`src/rtl/led_pkg.sv`:
```
// Shared types and helpers for the LED pattern generator family.
// Mode encoding and the per-mode starting pattern live here so other blocks agree on them.
package led_pkg;

  typedef enum logic [1:0] {
    MODE_OFF   = 2'd0,
    MODE_BLINK = 2'd1,
    MODE_ALT   = 2'd2,
    MODE_CHASE = 2'd3
  } mode_e;

  localparam int MAX_LEDS = 64;

  // Starting pattern of a mode for an n-wide LED bank; callers size-cast to their width.
  function automatic logic [MAX_LEDS-1:0] init_pattern(input mode_e m, input int n);
    logic [MAX_LEDS-1:0] p;
    p = '0;
    for (int i = 0; i < MAX_LEDS; i++) begin
      if (i < n) begin
        case (m)
          MODE_BLINK: p[i] = 1'b1;
          MODE_ALT:   p[i] = ((i % 2) == 0);
          MODE_CHASE: p[i] = (i == 0);
          default:    p[i] = 1'b0;
        endcase
      end
    end
    return p;
  endfunction

endpackage

```
`src/rtl/tick_prescaler.sv`:
```
// Divides the system clock down to a one-cycle tick every CLK_HZ/TICK_HZ cycles.
// Counting stops and the count is held at zero while disabled or cleared.
module tick_prescaler #(
  parameter int CLK_HZ  = 100000000,
  parameter int TICK_HZ = 1000
) (
  input  logic clk,
  input  logic rst_n,
  input  logic enable,
  input  logic clear,
  output logic tick
);

  localparam int DIV = CLK_HZ / TICK_HZ;
  localparam int CW  = (DIV > 1) ? $clog2(DIV) : 1;
  localparam logic [CW-1:0] LAST = CW'(DIV - 1);

  logic [CW-1:0] cnt;

  assign tick = enable && (cnt == LAST);

  always_ff @(posedge clk or negedge rst_n) begin
    if (!rst_n) begin
      cnt <= '0;
    end else if (!enable || clear) begin
      cnt <= '0;
    end else if (cnt == LAST) begin
      cnt <= '0;
    end else begin
      cnt <= cnt + 1'b1;
    end
  end

endmodule

```
`src/rtl/led_pattern_gen.sv`:
```
// Multi-channel LED pattern generator: blink, alternate and chase patterns stepped
// every `period` ticks, with freeze-on-disable and a strobe marking each step.
module led_pattern_gen
  import led_pkg::*;
#(
  parameter int CLK_HZ   = 100000000,
  parameter int TICK_HZ  = 1000,
  parameter int NUM_LEDS = 3,
  parameter int PERIOD_W = 16
) (
  input  logic                clk,
  input  logic                rst_n,
  input  logic                enable,
  input  logic [1:0]          mode,
  input  logic [PERIOD_W-1:0] period,
  output logic [NUM_LEDS-1:0] led,
  output logic                step_pulse
);

  logic                tick;
  logic                restart;
  logic                step;
  logic                en_q;
  mode_e               mode_in;
  mode_e               mode_q;
  logic [PERIOD_W-1:0] period_q;
  logic [PERIOD_W-1:0] period_eff;
  logic [PERIOD_W-1:0] step_cnt;
  logic [NUM_LEDS-1:0] init_led;
  logic [NUM_LEDS-1:0] next_led;

  tick_prescaler #(
    .CLK_HZ  (CLK_HZ),
    .TICK_HZ (TICK_HZ)
  ) u_prescaler (
    .clk    (clk),
    .rst_n  (rst_n),
    .enable (enable),
    .clear  (restart),
    .tick   (tick)
  );

  assign mode_in    = mode_e'(mode);
  assign period_eff = (period == '0) ? PERIOD_W'(1) : period;
  assign restart    = enable && ((mode_in != mode_q) || !en_q);
  // A restart swallows a coincident step: the new pattern starts a fresh interval.
  assign step       = tick && (step_cnt == period_q - PERIOD_W'(1)) && !restart;
  assign init_led   = NUM_LEDS'(init_pattern(mode_in, NUM_LEDS));

  always_comb begin
    next_led = led;
    case (mode_q)
      MODE_OFF:   next_led = '0;
      MODE_BLINK: next_led = ~led;
      MODE_ALT:   next_led = ~led;
      MODE_CHASE: next_led = {led[NUM_LEDS-2:0], led[NUM_LEDS-1]};
      default:    next_led = led;
    endcase
  end

  // en_q resets high so reset release is not mistaken for a re-enable; the
  // OFF mode_q mismatch alone drives the first restart.
  always_ff @(posedge clk or negedge rst_n) begin
    if (!rst_n) begin
      en_q     <= 1'b1;
      mode_q   <= MODE_OFF;
      period_q <= PERIOD_W'(1);
      step_cnt <= '0;
    end else begin
      en_q <= enable;
      if (restart) begin
        mode_q   <= mode_in;
        period_q <= period_eff;
        step_cnt <= '0;
      end else if (!enable) begin
        step_cnt <= '0;
      end else if (step) begin
        period_q <= period_eff;
        step_cnt <= '0;
      end else if (tick) begin
        step_cnt <= step_cnt + 1'b1;
      end
    end
  end

  always_ff @(posedge clk or negedge rst_n) begin
    if (!rst_n) begin
      led        <= '0;
      step_pulse <= 1'b0;
    end else if (restart) begin
      led        <= init_led;
      step_pulse <= 1'b0;
    end else if (step) begin
      led        <= next_led;
      step_pulse <= 1'b1;
    end else begin
      step_pulse <= 1'b0;
    end
  end

endmodule
```
`config.mk`:
```
export PLATFORM = sky130hd
export DESIGN_NAME = led_pattern_gen
export DESIGN_NICKNAME = d
export VERILOG_FILES = /design/src/rtl/led_pkg.sv /design/src/rtl/tick_prescaler.sv /design/src/rtl/led_pattern_gen.sv
export SDC_FILE = /design/constraint.sdc
export NUM_CORES = 1
export LEC_CHECK = 0
export CORE_ASPECT_RATIO = 0.75
export CORE_MARGIN = 2
export CORE_UTILIZATION = 64
export DETAILED_ROUTE_END_ITERATION = 8
export GPL_TIMING_DRIVEN = 0
export PLACE_DENSITY_LB_ADDON = 0.12
export SYNTH_ARGS = -nofsm -noshare
export SYNTH_HDL_FRONTEND = slang
export SYNTH_SLANG_ARGS = --single-unit
```
`constraint.sdc`:
```
create_clock -name clk -period 6 [get_ports clk]
set_input_delay 0.6 -clock clk [delete_from_list [all_inputs] [get_ports clk]]
set_output_delay 0.6 -clock clk [all_outputs]
set_load 0.01 [all_outputs]
```
Word level (Yosys, flattened, before mapping)
Index checks and enable logic that the tools add are counted.
{"block": "word_totals", "output_inout_bits": 4, "wordCells": 56, "regBits": 56, "input_bits": 21}
{"block": "classes", "mux": 18, "reduce_logical": 17, "bitwise_logic": 1, "n_eq_ne": 10, "add_sub_neg": 3}
{"operator": "16-bit 2-to-1 mux", "count": 8}
{"operator": "17-bit 2-to-1 mux", "count": 2}
{"operator": "17-bit by 1-bit adder with 17-bit output (second input constant)", "count": 1}
{"operator": "17-bit == test (second input constant)", "count": 1}
{"operator": "16-bit by 1-bit adder with 16-bit output (second input constant)", "count": 1}
{"operator": "16-bit == test", "count": 1}
{"operator": "16-bit zero test", "count": 1}
{"operator": "16-bit by 1-bit subtractor with 16-bit output (second input constant)", "count": 1}
{"operator": "3-bit one-hot mux with 3 select lines", "count": 1}
{"operator": "2-bit == test (second input constant)", "count": 4}
{"operator": "3-bit 2-to-1 mux", "count": 2}
{"operator": "1-bit 2-to-1 mux", "count": 5}
{"operator": "2-bit by 1-bit == test with 1-bit output (second input constant)", "count": 2}
{"operator": "1-bit logical AND", "count": 4}
{"operator": "4-bit by 1-bit != test with 1-bit output (second input constant)", "count": 1}
{"operator": "2-bit nonzero test", "count": 2}
{"operator": "2-bit OR reduction", "count": 2}
{"operator": "1-bit zero test", "count": 3}
{"operator": "3-bit inverter", "count": 1}
{"operator": "3-bit OR reduction", "count": 1}
{"operator": "2-bit zero test", "count": 1}
{"operator": "1-bit logical OR", "count": 2}
{"operator": "2-bit != test", "count": 1}
{"operator": "2-bit AND reduction", "count": 1}

Longest topological paths before layout
{"block": "depth", "ltp_word": 8, "mapped_depth": 12, "mapped_depth_nobuf": 9}

Cells and area by module
Synthesis repeated with hierarchy kept, for this count alone.
{"block": "unflattened", "cells_unflattened": 406, "area_unflattened_um2": 3611.0}
{"module": "led_pattern_gen", "cells_each": 315, "instances": 1, "seq_area_each_um2": 978.4, "area_each_um2": 2688.8}
{"module": "tick_prescaler", "cells_each": 91, "instances": 1, "seq_area_each_um2": 425.4, "area_each_um2": 922.1}

Worst setup path before layout
Ideal clock, no wire load.
{"block": "synth_path", "kind": "register to register", "from": "register period_q[0]", "to": "register period_q[10]", "setup_time_ns": 0.125, "path_buffers": 3, "synth_period_minus_slack_ns": 3.356, "stages_incl_launch_ff": 13, "arrival_time_ns": 3.231, "slack_ns": 2.644, "cell_sequence": "dfstp_2 > inv_1 > ha_1 > or4b_2 > clkbuf_1 > or4_1 > o211ai_1 > o211ai_1 > a2111o_1 > and2_1 > buf_6 > buf_12 > mux2_4"}
{"block": "synth_between", "elab_chain_cells": 6}
{"element": "start, declared", "line_no": "led_pattern_gen.sv:26", "rtl": "logic [PERIOD_W-1:0] period_q;"}
{"element": "start signal, assigned", "line_no": "led_pattern_gen.sv:73", "rtl": "period_q <= period_eff;"}
{"element": "start signal, assigned", "line_no": "led_pattern_gen.sv:78", "rtl": "period_q <= period_eff;"}
{"element": "16-bit by 1-bit subtractor with 16-bit output", "line_no": "led_pattern_gen.sv:47", "rtl": "assign step = tick && (step_cnt == period_q - PERIOD_W'(1)) && !restart;"}
{"element": "16-bit == test", "line_no": "led_pattern_gen.sv:47"}
{"element": "1-bit logical AND (2 in series)", "line_no": "led_pattern_gen.sv:47"}
{"element": "2-bit nonzero test (no source line)"}
{"element": "2-bit AND reduction (no source line)"}
Every way passes these cells.
A chain may end at the register's enable or synchronous reset.

Worst setup path in the final report
{"block": "layout_path", "from": "register period_q[1]", "to": "register period_q[12]"}
Same word-level chain as after synthesis.

==> flow_metrics.env <==
export IMPL_ys_seq_elements=56
export IMPL_drcViolationCount=0
export IMPL_crit_type="flip-flop to flip-flop"
export IMPL_io_pins=25
export IMPL_path_clk_slew_ps=100
export IMPL_core_area_sq_mm=0.00530
export IMPL_synthesis_area_sq_mm=0.00349
export IMPL_final_common_cell="dfrtp_1"
export IMPL_synth_warnings=0
export IMPL_die_h_um=68.0
export IMPL_fmax_ghz=0.271
export IMPL_final_nets=432
export IMPL_crit_fanout=10
export IMPL_p_per_area_mw_per_mm2=208
export IMPL_yosysSeqAreaShare_pct=40.2
export IMPL_finClkSkew_ps=10.4
export IMPL_finalHoldViolCount=0
export IMPL_antenna_found_initial=0
export IMPL_p_int_w=0.000579
export IMPL_irDropWorstVdd_v=0.000124
export IMPL_synth_edff_count=0
export IMPL_power_total_w=0.000819
export IMPL_ys_top_cells_by_area="dfrtp_1, xnor2_1, xor2_1, mux2_4, a31oi_1"
export IMPL_syn_nets=400
export IMPL_startpoint="period_q[1]$_DFFE_PN0P_"
export IMPL_clockRootBuffer="clkbuf_8"
export IMPL_post_cts_buffers=0
export IMPL_use_met2_pct=40.0
export IMPL_setup_violations=0
export IMPL_combPwrFrac_pct=21.7
export IMPL_vias=2932
export IMPL_vias_per_cell=6.11
export IMPL_ys_types=54
export IMPL_p_sw_w=0.000240
export IMPL_finalCritPeriodShare_pct=61.6
export IMPL_ctsHtreeMaxLevel=2
export IMPL_reg2reg_depth=12
export IMPL_cts_sinks=56
export IMPL_switching_share_pct=29.3
export IMPL_arrival_ps=3900
export IMPL_portBuffers=24
export IMPL_grt_pass1_wl_um=12500
export IMPL_ant_nets=0
export IMPL_hold_path_class="input pin to asynchronous set/reset pin"
export IMPL_tightest_slew_ps=1060
export IMPL_drt_pass1_iterations=5
export IMPL_area_growth_pct=12.7
export IMPL_rows=23
export IMPL_tns_ps=0
export IMPL_fin_crit_ps=3700
export IMPL_die_x_um=89.3
export IMPL_die_area_sq_mm=0.00607
export IMPL_grt_pass1_vias=2565
export IMPL_cts_resized=0
export IMPL_grt_overflow=0
export IMPL_synth_main_ff_cell="dfrtp_1"
export IMPL_seqPwrFrac_pct=51.6
export IMPL_clkPwrFrac_pct=26.6
export IMPL_worstPathRequired_ps=6200
export IMPL_grt_max_degree=35
export IMPL_critPathLaunchType="flip-flop"
export IMPL_drt_wl_total_um=7900
export IMPL_cts_hold_buf=0
export IMPL_yosysTopAreaCell="dfrtp_1"
export IMPL_path_buf_inv=4
export IMPL_crit_chain="inv_1 -> ha_1 -> or4b_2 -> clkbuf_1 -> or4_1 -> o211ai_1 -> o211ai_1 -> a2111o_1 -> and2_1 -> buf_6 -> buf_12 -> mux2_4"
export IMPL_synth_cells=372
export IMPL_cts_buffers=5
export IMPL_syn_area_per_cell_sq_um=9.39
export IMPL_reg2reg_slack_ps=2300
export IMPL_grt_usage_pct=27.3
export IMPL_critPathTopFamily="simple AND/OR/NAND/NOR gates"
export IMPL_path_common_cell="o211ai_1"
export IMPL_diodes=0
export IMPL_drive_above_1_share_pct=10.1
export IMPL_initial_core_util_pct=66.0
export IMPL_final_cell_mix="dfrtp_1, nor2_1, nand2_1"
export IMPL_slowest_delay_ps=600
export IMPL_run_status="complete, no violations"
export IMPL_routedWlPerCell_um=16.5
export IMPL_cp_slowest_cell="or4b_2"
export IMPL_use_met1_pct=41.4
export IMPL_r2r_start="period_q[1]$_DFFE_PN0P_"
export IMPL_cts_tree="done"
export IMPL_hpwl_um=5880
export IMPL_synth_top_cell_area_share_pct=38.7
export IMPL_regToRegEndpoint="period_q[12]$_DFFE_PN0P_"
export IMPL_postSynth_asyncResetShare_pct=100
export IMPL_slew_headroom_pct=28.2
export IMPL_rsz0062_at_grt="false"
export IMPL_cap_violations=0
export IMPL_place_gp_congestion=0.922
export IMPL_drt_iter0_markers=287
export IMPL_endpoint_kind="flip-flop"
export IMPL_grt_busiest_layer="met1"
export IMPL_grtUsageMet3_pct=6.51
export IMPL_slew_violations=0
export IMPL_leakage_nw=1.61
export IMPL_clk_latency_ps=320
export IMPL_cts_buffer_depth=2
-- area by class of cell --
class	instances	area [sq um]
plain buffers	22	124
clock buffers	7	86.3
clock inverters	1	7.51
fillers	411	1360
inverters	21	78.8
multi-input cells	273	1890
flip-flops and latches	56	1400
well taps	75	93.8
repair buffers	25	255
-- registers in the layout, summed over array words and instances, names as in the netlist --
signal / count
en_q: 1
led: 3
u_prescaler.cnt: 17
step_cnt: 16
period_q: 16
mode_q: 2
step_pulse: 1
-- logic make-up after synthesis --
logic type	synth area share [%]
AOI/OAI and AO/OA	12.7
xor gates and xnor gates	8.27
adders and majority gates	2.51
buffers and inverters	5.80
DFF	40.2
muxes	6.37
and+or+nand+nor	24.1
-- synth_stat cells, drive strengths merged (8+ instances only) --
library cell and number:
nor4 9, xnor2 17, xor2 16, nor3 9
nand2 26, mux2 15, and3 12, buf 8
a31oi 21, nand3 22, dfrtp 54, o21ai 8
nor2 33, clkbuf 14, inv 21
-- power by group through the flow --
stage | clock network [W] | logic (W) | registers [W]
2_1_floorplan | 0 | 0.000119 | 0.000425
3_3_place_gp | 0 | 0.000169 | 0.000429
3_5_place_dp | 0 | 0.000176 | 0.000430
4_1_cts | 0.000221 | 0.000177 | 0.000423
5_1_grt | 0.000242 | 0.000194 | 0.000426
6_report | 0.000218 | 0.000178 | 0.000423
-- per-stage QoR --
step           instance area [sq um]  setup slack (ps)  hold WS [ps]  std cells  utilization [%]
6_report                        3940              2300           259        480             74.4
5_1_grt                         3940              2120           272        480             74.4
4_1_cts                         3940              2290           268        480             74.4
3_5_place_dp                    3840              2350           481        472             72.6
3_3_place_gp                    3830              2420           473        471             72.3
2_1_floorplan                   3490              2640           304        372                -
-- per-layer routing --
metal / share of wire, % / up-vias
met3: 6.1 / 9
met5: 0 / -
met4: 0.82 / 0
li1: - / 1410
met1: 48 / 1390
met2: 45 / 123
-- worst max-delay path by stage --
stage | endpoint | slack (ps) | cells past startpoint
5_1_grt | step_cnt[14]$_DFFE_PN0P_ | 2120 | 12
3_3_place_gp | period_q[8]$_DFFE_PN0P_ | 2420 | 12
2_1_floorplan | period_q[10]$_DFFE_PN0P_ | 2640 | 12
6_report | period_q[12]$_DFFE_PN0P_ | 2300 | 12
4_1_cts | period_q[12]$_DFFE_PN0P_ | 2290 | 12
3_5_place_dp | period_q[12]$_DFFE_PN0P_ | 2350 | 12
(Power assumes the default switching activity.)
